## src/rtl/imem_loader_if.sv

```systemverilog
// Handshake and memory-write bundle between a byte-stream source and imem_loader.
// The loader uses the slave modport; the stream source / bench uses master.
interface imem_loader_if #(
    parameter int CNT_W = 16
);
    logic             Start;
    logic [CNT_W-1:0] WordCount;
    logic [7:0]       ByteIn;
    logic             ByteValid;
    logic             ByteReady;
    logic             IMWrite;
    logic [63:0]      IMAddr;
    logic [31:0]      IMData;
    logic             Busy;
    logic             Done;
    logic             Error;
    logic             CoreHold;

    modport master (
        output Start, WordCount, ByteIn, ByteValid,
        input  ByteReady, IMWrite, IMAddr, IMData, Busy, Done, Error, CoreHold
    );

    modport slave (
        input  Start, WordCount, ByteIn, ByteValid,
        output ByteReady, IMWrite, IMAddr, IMData, Busy, Done, Error, CoreHold
    );
endinterface

```

## src/rtl/imem_loader.sv

```systemverilog
// Assembles a little-endian byte stream into 32-bit words and writes them to instruction
// memory from address 0, holding the core until the image is committed.
// Optional trailing XOR checksum byte: define IMEM_LOADER_CHECKSUM_EN.
module imem_loader #(
    parameter int DEPTH_WORDS = 64,
    parameter int CNT_W       = 16
) (
    input  logic          Clock,
    input  logic          Reset,
    imem_loader_if.slave  ldr
);
    localparam int AW = $clog2(DEPTH_WORDS) + 2;

    typedef enum logic [2:0] {
        IDLE,
        RECV,
        WRITE,
        DONE,
`ifdef IMEM_LOADER_CHECKSUM_EN
        CHK,
`endif
        ERROR
    } state_t;

    state_t           state_q, state_d;
    logic [1:0]       byteIdx_q, byteIdx_d;
    logic [CNT_W-1:0] wordCnt_q, wordCnt_d;
    logic [CNT_W-1:0] wordTotal_q, wordTotal_d;
    logic [AW-1:0]    addr_q, addr_d;
    logic [31:0]      data_q, data_d;
`ifdef IMEM_LOADER_CHECKSUM_EN
    logic [7:0]       xor_q, xor_d;
`endif

    always_ff @(posedge Clock) begin
        if (Reset) begin
            state_q     <= IDLE;
            byteIdx_q   <= '0;
            wordCnt_q   <= '0;
            wordTotal_q <= '0;
            addr_q      <= '0;
            data_q      <= '0;
`ifdef IMEM_LOADER_CHECKSUM_EN
            xor_q       <= '0;
`endif
        end else begin
            state_q     <= state_d;
            byteIdx_q   <= byteIdx_d;
            wordCnt_q   <= wordCnt_d;
            wordTotal_q <= wordTotal_d;
            addr_q      <= addr_d;
            data_q      <= data_d;
`ifdef IMEM_LOADER_CHECKSUM_EN
            xor_q       <= xor_d;
`endif
        end
    end

    always_comb begin
        state_d     = state_q;
        byteIdx_d   = byteIdx_q;
        wordCnt_d   = wordCnt_q;
        wordTotal_d = wordTotal_q;
        addr_d      = addr_q;
        data_d      = data_q;
`ifdef IMEM_LOADER_CHECKSUM_EN
        xor_d       = xor_q;
`endif
        case (state_q)
            IDLE, DONE, ERROR: begin
                if (ldr.Start) begin
`ifdef IMEM_LOADER_CHECKSUM_EN
                    xor_d = '0;
`endif
                    if (ldr.WordCount == '0 || ldr.WordCount > CNT_W'(DEPTH_WORDS)) begin
                        state_d = ERROR;
                    end else begin
                        state_d     = RECV;
                        byteIdx_d   = '0;
                        wordCnt_d   = '0;
                        addr_d      = '0;
                        wordTotal_d = ldr.WordCount;
                    end
                end
            end
            RECV: begin
                if (ldr.ByteValid) begin
                    case (byteIdx_q)
                        2'd0: data_d[7:0]   = ldr.ByteIn;
                        2'd1: data_d[15:8]  = ldr.ByteIn;
                        2'd2: data_d[23:16] = ldr.ByteIn;
                        2'd3: data_d[31:24] = ldr.ByteIn;
                        default: ;
                    endcase
`ifdef IMEM_LOADER_CHECKSUM_EN
                    xor_d = xor_q ^ ldr.ByteIn;
`endif
                    byteIdx_d = byteIdx_q + 2'd1;
                    if (byteIdx_q == 2'd3) begin
                        state_d = WRITE;
                    end
                end
            end
            WRITE: begin
                addr_d    = addr_q + AW'(4);
                wordCnt_d = wordCnt_q + CNT_W'(1);
                if (wordCnt_q + CNT_W'(1) == wordTotal_q) begin
`ifdef IMEM_LOADER_CHECKSUM_EN
                    state_d = CHK;
`else
                    state_d = DONE;
`endif
                end else begin
                    state_d = RECV;
                end
            end
`ifdef IMEM_LOADER_CHECKSUM_EN
            CHK: begin
                if (ldr.ByteValid) begin
                    state_d = (ldr.ByteIn == xor_q) ? DONE : ERROR;
                end
            end
`endif
            default: state_d = IDLE;
        endcase
    end

    // All status outputs decode straight from the registered state, so they are glitch-free.
`ifdef IMEM_LOADER_CHECKSUM_EN
    assign ldr.ByteReady = (state_q == RECV) || (state_q == CHK);
    assign ldr.Busy      = (state_q == RECV) || (state_q == WRITE) || (state_q == CHK);
`else
    assign ldr.ByteReady = (state_q == RECV);
    assign ldr.Busy      = (state_q == RECV) || (state_q == WRITE);
`endif
    assign ldr.IMWrite  = (state_q == WRITE);
    assign ldr.IMAddr   = {{(64 - AW){1'b0}}, addr_q};
    assign ldr.IMData   = data_q;
    assign ldr.Done     = (state_q == DONE);
    assign ldr.Error    = (state_q == ERROR);
    assign ldr.CoreHold = (state_q != DONE);
endmodule

```

## src/flat_wrapper.sv

```systemverilog
// flat-port wrapper written by rule: the top's interface ports become plain ports
module imem_loader_flat 
#(
    parameter int DEPTH_WORDS = 64,
    parameter int CNT_W       = 16
)
  (Clock, Reset, ldr_Start, ldr_WordCount, ldr_ByteIn, ldr_ByteValid, ldr_ByteReady, ldr_IMWrite, ldr_IMAddr, ldr_IMData, ldr_Busy, ldr_Done, ldr_Error, ldr_CoreHold);
  imem_loader_if #(.CNT_W(CNT_W)) ldr_i ();
  input  logic Clock;
  input  logic Reset;
  input wire logic [$bits(ldr_i.Start)-1:0] ldr_Start;
  input wire logic [$bits(ldr_i.WordCount)-1:0] ldr_WordCount;
  input wire logic [$bits(ldr_i.ByteIn)-1:0] ldr_ByteIn;
  input wire logic [$bits(ldr_i.ByteValid)-1:0] ldr_ByteValid;
  output wire logic [$bits(ldr_i.ByteReady)-1:0] ldr_ByteReady;
  output wire logic [$bits(ldr_i.IMWrite)-1:0] ldr_IMWrite;
  output wire logic [$bits(ldr_i.IMAddr)-1:0] ldr_IMAddr;
  output wire logic [$bits(ldr_i.IMData)-1:0] ldr_IMData;
  output wire logic [$bits(ldr_i.Busy)-1:0] ldr_Busy;
  output wire logic [$bits(ldr_i.Done)-1:0] ldr_Done;
  output wire logic [$bits(ldr_i.Error)-1:0] ldr_Error;
  output wire logic [$bits(ldr_i.CoreHold)-1:0] ldr_CoreHold;
  assign ldr_i.Start = ldr_Start;
  assign ldr_i.WordCount = ldr_WordCount;
  assign ldr_i.ByteIn = ldr_ByteIn;
  assign ldr_i.ByteValid = ldr_ByteValid;
  assign ldr_ByteReady = ldr_i.ByteReady;
  assign ldr_IMWrite = ldr_i.IMWrite;
  assign ldr_IMAddr = ldr_i.IMAddr;
  assign ldr_IMData = ldr_i.IMData;
  assign ldr_Busy = ldr_i.Busy;
  assign ldr_Done = ldr_i.Done;
  assign ldr_Error = ldr_i.Error;
  assign ldr_CoreHold = ldr_i.CoreHold;
  imem_loader #(.DEPTH_WORDS(DEPTH_WORDS), .CNT_W(CNT_W)) u_core (.Clock(Clock), .Reset(Reset), .ldr(ldr_i));
endmodule
```

## config.mk

```make
export PLATFORM = sky130hd
export DESIGN_NAME = imem_loader_flat
export DESIGN_NICKNAME = d
export VERILOG_FILES = /design/src/rtl/imem_loader_if.sv /design/src/rtl/imem_loader.sv /design/src/flat_wrapper.sv
export SDC_FILE = /design/constraint.sdc
export NUM_CORES = 1
export LEC_CHECK = 0
export CORE_UTILIZATION = 47
export DETAILED_ROUTE_END_ITERATION = 10
export MAX_ROUTING_LAYER = met4
export PLACE_DENSITY_LB_ADDON = 0.2
export SLEW_MARGIN = 20
export SYNTH_ARGS = -nofsm -noshare
export SYNTH_HDL_FRONTEND = slang
export SYNTH_SLANG_ARGS = --single-unit
```

## constraint.sdc

```tcl
create_clock -name Clock -period 2.1 [get_ports Clock]
set_input_delay 0.42 -clock Clock [delete_from_list [all_inputs] [get_ports Clock]]
set_output_delay 0.42 -clock Clock [all_outputs]
set_load 0.05 [all_outputs]
```

==> metrics.log, run 1 <==
[metrics] total count of hold-check failures in the final report: 0
[metrics] count of unique library cells instantiated by Yosys: 55
[metrics] final wirelength: 9870 µm
[metrics] CTS Root Buffer Type: sky130_fd_sc_hd__clkbuf_8
[metrics] synthesized netlist cell count: 516
[metrics] Final Setup Violations: 0
[metrics] largest cells by area after synthesis: sky130_fd_sc_hd__dfxtp_1 36%, sky130_fd_sc_hd__buf_4 11%, sky130_fd_sc_hd__a21oi_1 6.1%, sky130_fd_sc_hd__nand3_1 5.4%, sky130_fd_sc_hd__nand2_1 5.4%
[metrics] Routability Congestion: 0.916
[metrics] hold depth: 2
[metrics] via/cell ratio: 5.16
[metrics] count of H-tree levels built during CTS: 3
[metrics] Synth top area share: 36.3%
[metrics] total clock buffers created by CTS: 9
[metrics] outcome: finished, final reports clean
[metrics] CTS Sinks: 75
[metrics] Final HPWL DP: 7310 µm
[metrics] setup repair after global routing missed its margin: no
[metrics] minimum clock period: 2.04 ns
[metrics] # diodes: 0
[metrics] fraction of final layout cells sized beyond drive strength 1: 14.8%
[metrics] die height: 95.8 µm
[metrics] sequential share of the synthesized area: 36.3%
[metrics] routed wirelength normalized by instance count: 13.8 µm
[metrics] endpoint of the lowest-slack register-to-register path: u_core.state_q[1]
[metrics] Worst Max-Slew Pin Slew: 0.507 ns
[metrics] slack of the worst reg-to-reg path: 0.12 ns
[metrics] clock latency reported for the late side of the worst-skew pair: 0.35 ns
[metrics] peak supply drop: 0.318 mV
[metrics] total placed instance area: 4950 µm²
[metrics] synth warn: 0
[metrics] clk buf depth: 2
[metrics] DRC: 0
[metrics] area added between synthesis and finish: 25.1%
[metrics] Post-CTS Hold Fix Bufs: 0
[metrics] Tot GR Track Use: 22.3%
[metrics] pin count of the biggest net entering global routing: 34
[metrics] type of element launching the critical path: input pin
[metrics] Synth async-reset ratio: 0%
[metrics] achievable frequency: 490 MHz
[metrics] die boundary width: 95.8 µm
[metrics] floorplan row count: 33
[metrics] worst flop-to-flop path startpoint: u_core.wordCnt_q[6]
[metrics] count of buffers added by post-CTS timing repair for setup: 0
[metrics] r2r worst-path depth: 7
[metrics] number of nets at the end of the flow: 638
[metrics] number of buffer cells added on primary ports: 71
[metrics] Max FO, Critical Path: 8
[metrics] wire length of the first global-routing pass: 15400 µm
[metrics] number of global-route vias before repair: 3351
[metrics] MaxCap Viol Count: 0
[metrics] total grt overflow: 0
[metrics] critical path type: input pin to register
[metrics] Pre-antenna DRT Iters: 4
[metrics] top cell type by total area after synthesis: sky130_fd_sc_hd__dfxtp_1
[metrics] CTS tree: done
[metrics] final setup skew: 0.0151 ns
[metrics] Crit path arrival time: 2.32 ns
[metrics] count of filler cells inserted in the layout: 748
[metrics] worst rel slew slack: 66.1%
[metrics] iteration-0 DRC count of the detailed router: 226
[metrics] post-synthesis register bit count: 75
[metrics] Hold/Removal Path Class: register to register
[metrics] leakage power: 1.95 nW
[metrics] number of enable flip-flop cells after synthesis: 0
[metrics] area of the multi-input gates: 2250 µm²
[metrics] Endpoint, Worst Hold: u_core.ldr.IMData[14]
[metrics] Min-Delay Startpoint: u_core.ldr.IMData[14]
[metrics] Mapped Avg Cell Area: 8.01 µm²
[metrics] pwr dens: 543 nW/µm²
[metrics] Max Slew Vio Count: 0
[metrics] area inside the core boundary: 8380 µm²
[metrics] CP endpoint kind: register
[metrics] starting utilization of the core area: 49.3%
[metrics] endpoint required time on the critical path: 2.38 ns
[metrics] number of top-level design ports: 130
[metrics] final hold slack: 0.457 ns
[metrics] clock-pin slew on the worst setup and hold paths: 0.09 ns
[metrics] total standard cell area after synthesis: 4130 µm²
[metrics] Vias: 3687
[metrics] Non-Filler Cell Area, Final: 5170 µm²
[metrics] share of the clock period used by the worst path: 97.3%
[metrics] Storage cell area: 1510 µm²
[metrics] Post-synth top flop: sky130_fd_sc_hd__dfxtp_1
[metrics] antenna violations before repair: 0
[metrics] area enclosed by the die boundary: 9170 µm²
[metrics] DRT antenna net count: 0
[through the flow]
step                      instances  power (mW)  setup slack (ns)  util (%)  setup TNS (ns)
after CTS                       714        2.84           0.00276      61.3               0
after global routing            714        2.92           0.00154      61.7               0
after floorplan                 573        1.81           -0.0132         -         -0.0132
after detailed placement        698        1.81            -0.293      59.1           -8.15
after global placement          698        1.81            -0.206      59.1           -4.93
final                           714        2.81            0.0572      61.7               0
[cell type report]
cell class	instances	area share, %
Multi-Input combinational cell	399	43.5
Sequential cell	75	29.2
Timing Repair Buffer	111	20.6
Tap cell	105	2.54
Clock buffer	9	2.40
Clock inverter	7	1.14
Inverter	8	0.677
[sequential cells by signal (all words and copies together), names as in the netlist]
signal and flops:
u_core.ldr.IMData 32, u_core.wordCnt_q 16, u_core.wordTotal_q 16, u_core.addr_q 6, u_core.state_q 3, u_core.byteIdx_q 2
[how the worst max path moves through the flow]
stage,startpoint,to,slack (ns),depth (start not counted)
6_report,ldr_WordCount[3],u_core.addr_q[5],0.06,9
5_1_grt,ldr_WordCount[3],u_core.addr_q[5],0.002,9
4_1_cts,u_core.state_q[2],ldr_Busy,0.003,5
3_5_place_dp,ldr_WordCount[0],u_core.addr_q[5],-0.29,8
3_3_place_gp,ldr_WordCount[0],u_core.addr_q[5],-0.21,8
2_1_floorplan,u_core.state_q[0],u_core.addr_q[5],-0.01,8
[power by group]
part / leakage (nW) / switching, mW / total [mW] / internal [mW]
sequential: 0.606 / 0.00287 / 1.43 / 1.42
combinational: 1.25 / 0.292 / 0.358 / 0.0667
clock: 0.0868 / 0.581 / 1.03 / 0.445
[synth_stat cells, types with 2 or more instances]
library cell / number
sky130_fd_sc_hd__dfxtp_1: 75
sky130_fd_sc_hd__buf_1: 2
sky130_fd_sc_hd__mux2_2: 2
sky130_fd_sc_hd__clkbuf_1: 14
sky130_fd_sc_hd__ha_1: 6
sky130_fd_sc_hd__a211oi_1: 3
sky130_fd_sc_hd__mux2i_1: 9
sky130_fd_sc_hd__and2_1: 13
sky130_fd_sc_hd__and4_1: 3
sky130_fd_sc_hd__o21a_1: 2
sky130_fd_sc_hd__o211ai_1: 2
sky130_fd_sc_hd__inv_1: 7
sky130_fd_sc_hd__and3_1: 8
sky130_fd_sc_hd__or3_1: 2
sky130_fd_sc_hd__xnor2_1: 13
sky130_fd_sc_hd__a22oi_1: 3
sky130_fd_sc_hd__nand2b_1: 4
sky130_fd_sc_hd__a21o_1: 2
sky130_fd_sc_hd__buf_2: 12
sky130_fd_sc_hd__o21ai_0: 12
sky130_fd_sc_hd__buf_6: 2
sky130_fd_sc_hd__nor2b_1: 3
sky130_fd_sc_hd__a21oi_1: 50
sky130_fd_sc_hd__nor4_1: 3
sky130_fd_sc_hd__nor4_2: 2
sky130_fd_sc_hd__nor3_1: 8
sky130_fd_sc_hd__nand3b_1: 2
sky130_fd_sc_hd__nand3_1: 45
sky130_fd_sc_hd__a31oi_1: 5
sky130_fd_sc_hd__xor2_1: 8
sky130_fd_sc_hd__buf_4: 61
sky130_fd_sc_hd__a311oi_1: 9
sky130_fd_sc_hd__nand4_1: 8
sky130_fd_sc_hd__nor2_1: 36
sky130_fd_sc_hd__nor3b_1: 2
sky130_fd_sc_hd__nand2_1: 59
[layout by cell type, fill, tap and decap left out, types with 3 or more instances in the layout]
cell                              instances
sky130_fd_sc_hd__buf_12                   6
sky130_fd_sc_hd__nand3_1                 45
sky130_fd_sc_hd__clkdlybuf4s50_1         64
sky130_fd_sc_hd__buf_4                   40
sky130_fd_sc_hd__a311oi_1                 9
sky130_fd_sc_hd__nor3_1                   7
sky130_fd_sc_hd__xnor2_1                 13
sky130_fd_sc_hd__dfxtp_1                 70
sky130_fd_sc_hd__a21oi_1                 50
sky130_fd_sc_hd__o21ai_0                 12
sky130_fd_sc_hd__clkbuf_8                 9
sky130_fd_sc_hd__conb_1                  58
sky130_fd_sc_hd__ha_1                     6
sky130_fd_sc_hd__a211oi_1                 3
sky130_fd_sc_hd__and2_1                  13
sky130_fd_sc_hd__and3_1                   7
sky130_fd_sc_hd__nor4_1                   3
sky130_fd_sc_hd__mux2i_1                  9
sky130_fd_sc_hd__clkinvlp_4               3
sky130_fd_sc_hd__dfxtp_2                  5
sky130_fd_sc_hd__xor2_1                   8
sky130_fd_sc_hd__a31oi_1                  5
sky130_fd_sc_hd__nor2_1                  34
sky130_fd_sc_hd__nand4_1                  8
sky130_fd_sc_hd__inv_1                    6
sky130_fd_sc_hd__and4_1                   3
sky130_fd_sc_hd__nand2b_1                 4
sky130_fd_sc_hd__nand2_1                 58
sky130_fd_sc_hd__inv_6                    3
[layer usage]
layer	up-vias	track usage, %	wire length [µm]
met5	-	-	0
met4	0	8.46	187
met3	17	4.19	686
met2	143	35.5	4640
met1	1680	28.2	4350
li1	1847	-	-
[cells by family after synthesis]
kind of cell / Yosys count / synth area share [%]
flip-flops: 75 / 36.3
AND/OR/NAND/NOR: 206 / 25.0
buffers and inverters: 99 / 15.3
multiplexers: 11 / 2.72
AO/OA/AOI/OAI: 97 / 14.3
XOR/XNOR: 21 / 4.45
other: 1 / 0.0907
adder cells (fa/ha/maj): 6 / 1.82
[critical path, stage by stage]
cell and delay [ns]:
sky130_fd_sc_hd__clkdlybuf4s50_1 0.45, sky130_fd_sc_hd__nor4_2 0.31, sky130_fd_sc_hd__buf_4 0.17, sky130_fd_sc_hd__nand3b_1 0.12
sky130_fd_sc_hd__and3_4 0.19, sky130_fd_sc_hd__and2_1 0.16, sky130_fd_sc_hd__buf_12 0.14, sky130_fd_sc_hd__or2_1 0.24
sky130_fd_sc_hd__a21oi_1 0.12
[repair_timing]
item / CTS / global route
pin swaps: 0 / 3
hold endpoints to repair: 0 / 0
gates resized for setup: 3 / 10
setup endpoints to repair: 2 / 7
(Power assumes the default switching activity.)
==> run 2, diff against run 1 <==
- MAX_ROUTING_LAYER: met4 -> unset
==> run 2 against run 1 <==
  * Count of clock-buffer cells in the layout grew 1
  * Maximum frequency shrank 0.38%
  * Sequential power is essentially flat
  * Critical endpoint is now ldr_IMWrite
  * Die area is the same
  * Hold slack lost 0.00086 ns
  * Power shrank 0.30%
  * Sequential cell count is the same
  * Register-to-register slack lost 0.02 ns
  * Routed wire length shrank 1.5%
==> metrics.log, run 2 (synthesis results as in run 1) <==
[metrics] iteration-0 DRC count of the detailed router: 153
[metrics] clock-pin slew on the worst setup and hold paths: 0.09 ns
[metrics] buffers and inverters on the worst path: 3
[metrics] minimum clock period: 2.05 ns
[metrics] floorplan row count: 33
[metrics] Place WS: -0.231 ns
[metrics] Vias: 3753
[metrics] final setup skew: 0.0200 ns
[metrics] Max FO, Critical Path: 23
[metrics] MaxCap Viol Count: 0
[metrics] peak supply drop: 0.335 mV
[metrics] Largest delay share family, worst path: buffers and inverters
[metrics] DRC: 0
[metrics] die boundary width: 95.8 µm
[metrics] pwr dens: 539 nW/µm²
[metrics] CTS Sinks: 75
[metrics] CTS Root Buffer Type: sky130_fd_sc_hd__clkbuf_8
[metrics] setup repair after global routing missed its margin: no
[metrics] most common library cell in the layout ignoring fill and taps: sky130_fd_sc_hd__dfxtp_1
[metrics] top library cells by usage in the layout, fill and taps aside: 72 x sky130_fd_sc_hd__dfxtp_1, 62 x sky130_fd_sc_hd__clkdlybuf4s50_1, 58 x sky130_fd_sc_hd__nand2_1, 58 x sky130_fd_sc_hd__conb_1, 50 x sky130_fd_sc_hd__a21oi_1
[metrics] area enclosed by the die boundary: 9170 µm²
[metrics] type of element launching the critical path: register
[metrics] CTS tree: done
[metrics] routed wirelength normalized by instance count: 13.5 µm
[metrics] # diodes: 0
[metrics] total grt overflow: 0
[metrics] number of top-level design ports: 130
[metrics] critical path type: register to output pin
[metrics] area inside the core boundary: 8380 µm²
[metrics] share of the clock period used by the worst path: 97.6%
[metrics] Hold/Removal Path Class: register to register
[metrics] Top cell by count, worst path: sky130_fd_sc_hd__buf_12
[metrics] DRT antenna net count: 0
[metrics] max reg flops: 32
[metrics] Post-CTS Hold Fix Bufs: 0
[metrics] outcome: finished, final reports clean
[metrics] clock latency reported for the late side of the worst-skew pair: 0.36 ns
[metrics] Final HPWL DP: 7290 µm
[metrics] total count of hold-check failures in the final report: 0
[metrics] antenna violations before repair: 0
[metrics] Routability Congestion: 0.895
[metrics] CP endpoint kind: output pin
[metrics] count of H-tree levels built during CTS: 3
[metrics] Pre-antenna DRT Iters: 5
[metrics] area added between synthesis and finish: 25.8%
[metrics] cells along the critical path: or3b_4 -> clkinv_2 -> buf_12 -> buf_12
[metrics] Final WS setup: 0.0494 ns
[metrics] count of buffers added by post-CTS timing repair for setup: 0
[metrics] via/cell ratio: 5.21
[metrics] number of global-route vias before repair: 3295
[metrics] leakage power: 2.01 nW
[metrics] Final Setup Violations: 0
[metrics] wire length of the first global-routing pass: 15600 µm
[metrics] total clock buffers created by CTS: 9
[metrics] number of nets at the end of the flow: 644
[metrics] fraction of final layout cells sized beyond drive strength 1: 14.5%
[metrics] worst rel slew slack: 66.1%
[metrics] die height: 95.8 µm
[metrics] cell with the largest stage delay on the worst path: sky130_fd_sc_hd__or3b_4
[metrics] Worst Max-Slew Pin Slew: 0.506 ns
[metrics] Tot GR Track Use: 22.2%
[metrics] achievable frequency: 488 MHz
[metrics] starting utilization of the core area: 49.3%
[metrics] final setup TNS: 0 ns
[metrics] Max Slew Vio Count: 0
[metrics] clk buf depth: 2
[metrics] Crit path arrival time: 1.63 ns
[metrics] final wirelength: 9720 µm
[metrics] peak per-stage delay on the critical path: 0.44 ns
[metrics] post-route total power: 2.80 mW
[metrics] pin count of the biggest net entering global routing: 35
[metrics] endpoint required time on the critical path: 1.68 ns
[metrics] number of buffer cells added on primary ports: 71
run 2: worst min-delay path, cell delays in order (launching register included):
cell and delay, ns:
sky130_fd_sc_hd__dfxtp_1 0.32, sky130_fd_sc_hd__nand2_1 0.05, sky130_fd_sc_hd__a21oi_1 0.05
run 2: through the flow:
step	instance area, µm²	instances	utilization (%)	hold WS [ns]
final	5200	720	62.0	0.456
after global routing	5200	720	62.0	0.477
after CTS	5180	720	61.8	0.460
after detailed placement	5000	704	59.6	0.448
after global placement	5000	704	59.6	0.444
after floorplan	4360	573	-	0.450
run 2: area by class of cell:
cell class	count	area, µm²
clock buffers	10	128
clock inverters	6	48.8
fillers	742	3180
inverters	8	35.0
multi-input cells	399	2230
flip-flops and latches	75	1510
well taps	105	131
repair buffers	117	1120
run 2: worst paths after layout:
check / end / cells past startpoint / slack, ns / startpoint
max: ldr_IMWrite / 4 / 0.05 / u_core.state_q[0]
min: u_core.ldr.IMData[16] / 2 / 0.46 / u_core.ldr.IMData[16]
max reg2reg: u_core.state_q[1] / 6 / 0.10 / u_core.wordCnt_q[2]
min reg2reg: u_core.ldr.IMData[16] / 2 / 0.46 / u_core.ldr.IMData[16]
run 2: routing by layer:
metal  vias up  track usage [%]  part of all wire (%)
met5         -                0                     0
met4         0             8.33                   1.8
met3        17             4.66                   7.7
met2       165             35.7                    47
met1      1712             29.2                    44
li1       1859                -                     -
run 2: timing repair:
action                     in CTS  in global routing
pin swaps                       0                  1
setup endpoints to repair       2                  5
resized for setup               4                  6
run 2: power breakdown:
| group | total (mW) | switching (mW) | internal (mW) |
|---|---|---|---|
| Sequential | 1.43 | 0.00265 | 1.42 |
| Combinational | 0.358 | 0.290 | 0.0689 |
| Clock | 1.02 | 0.579 | 0.439 |
| Total | 2.80 | 0.871 | 1.93 |
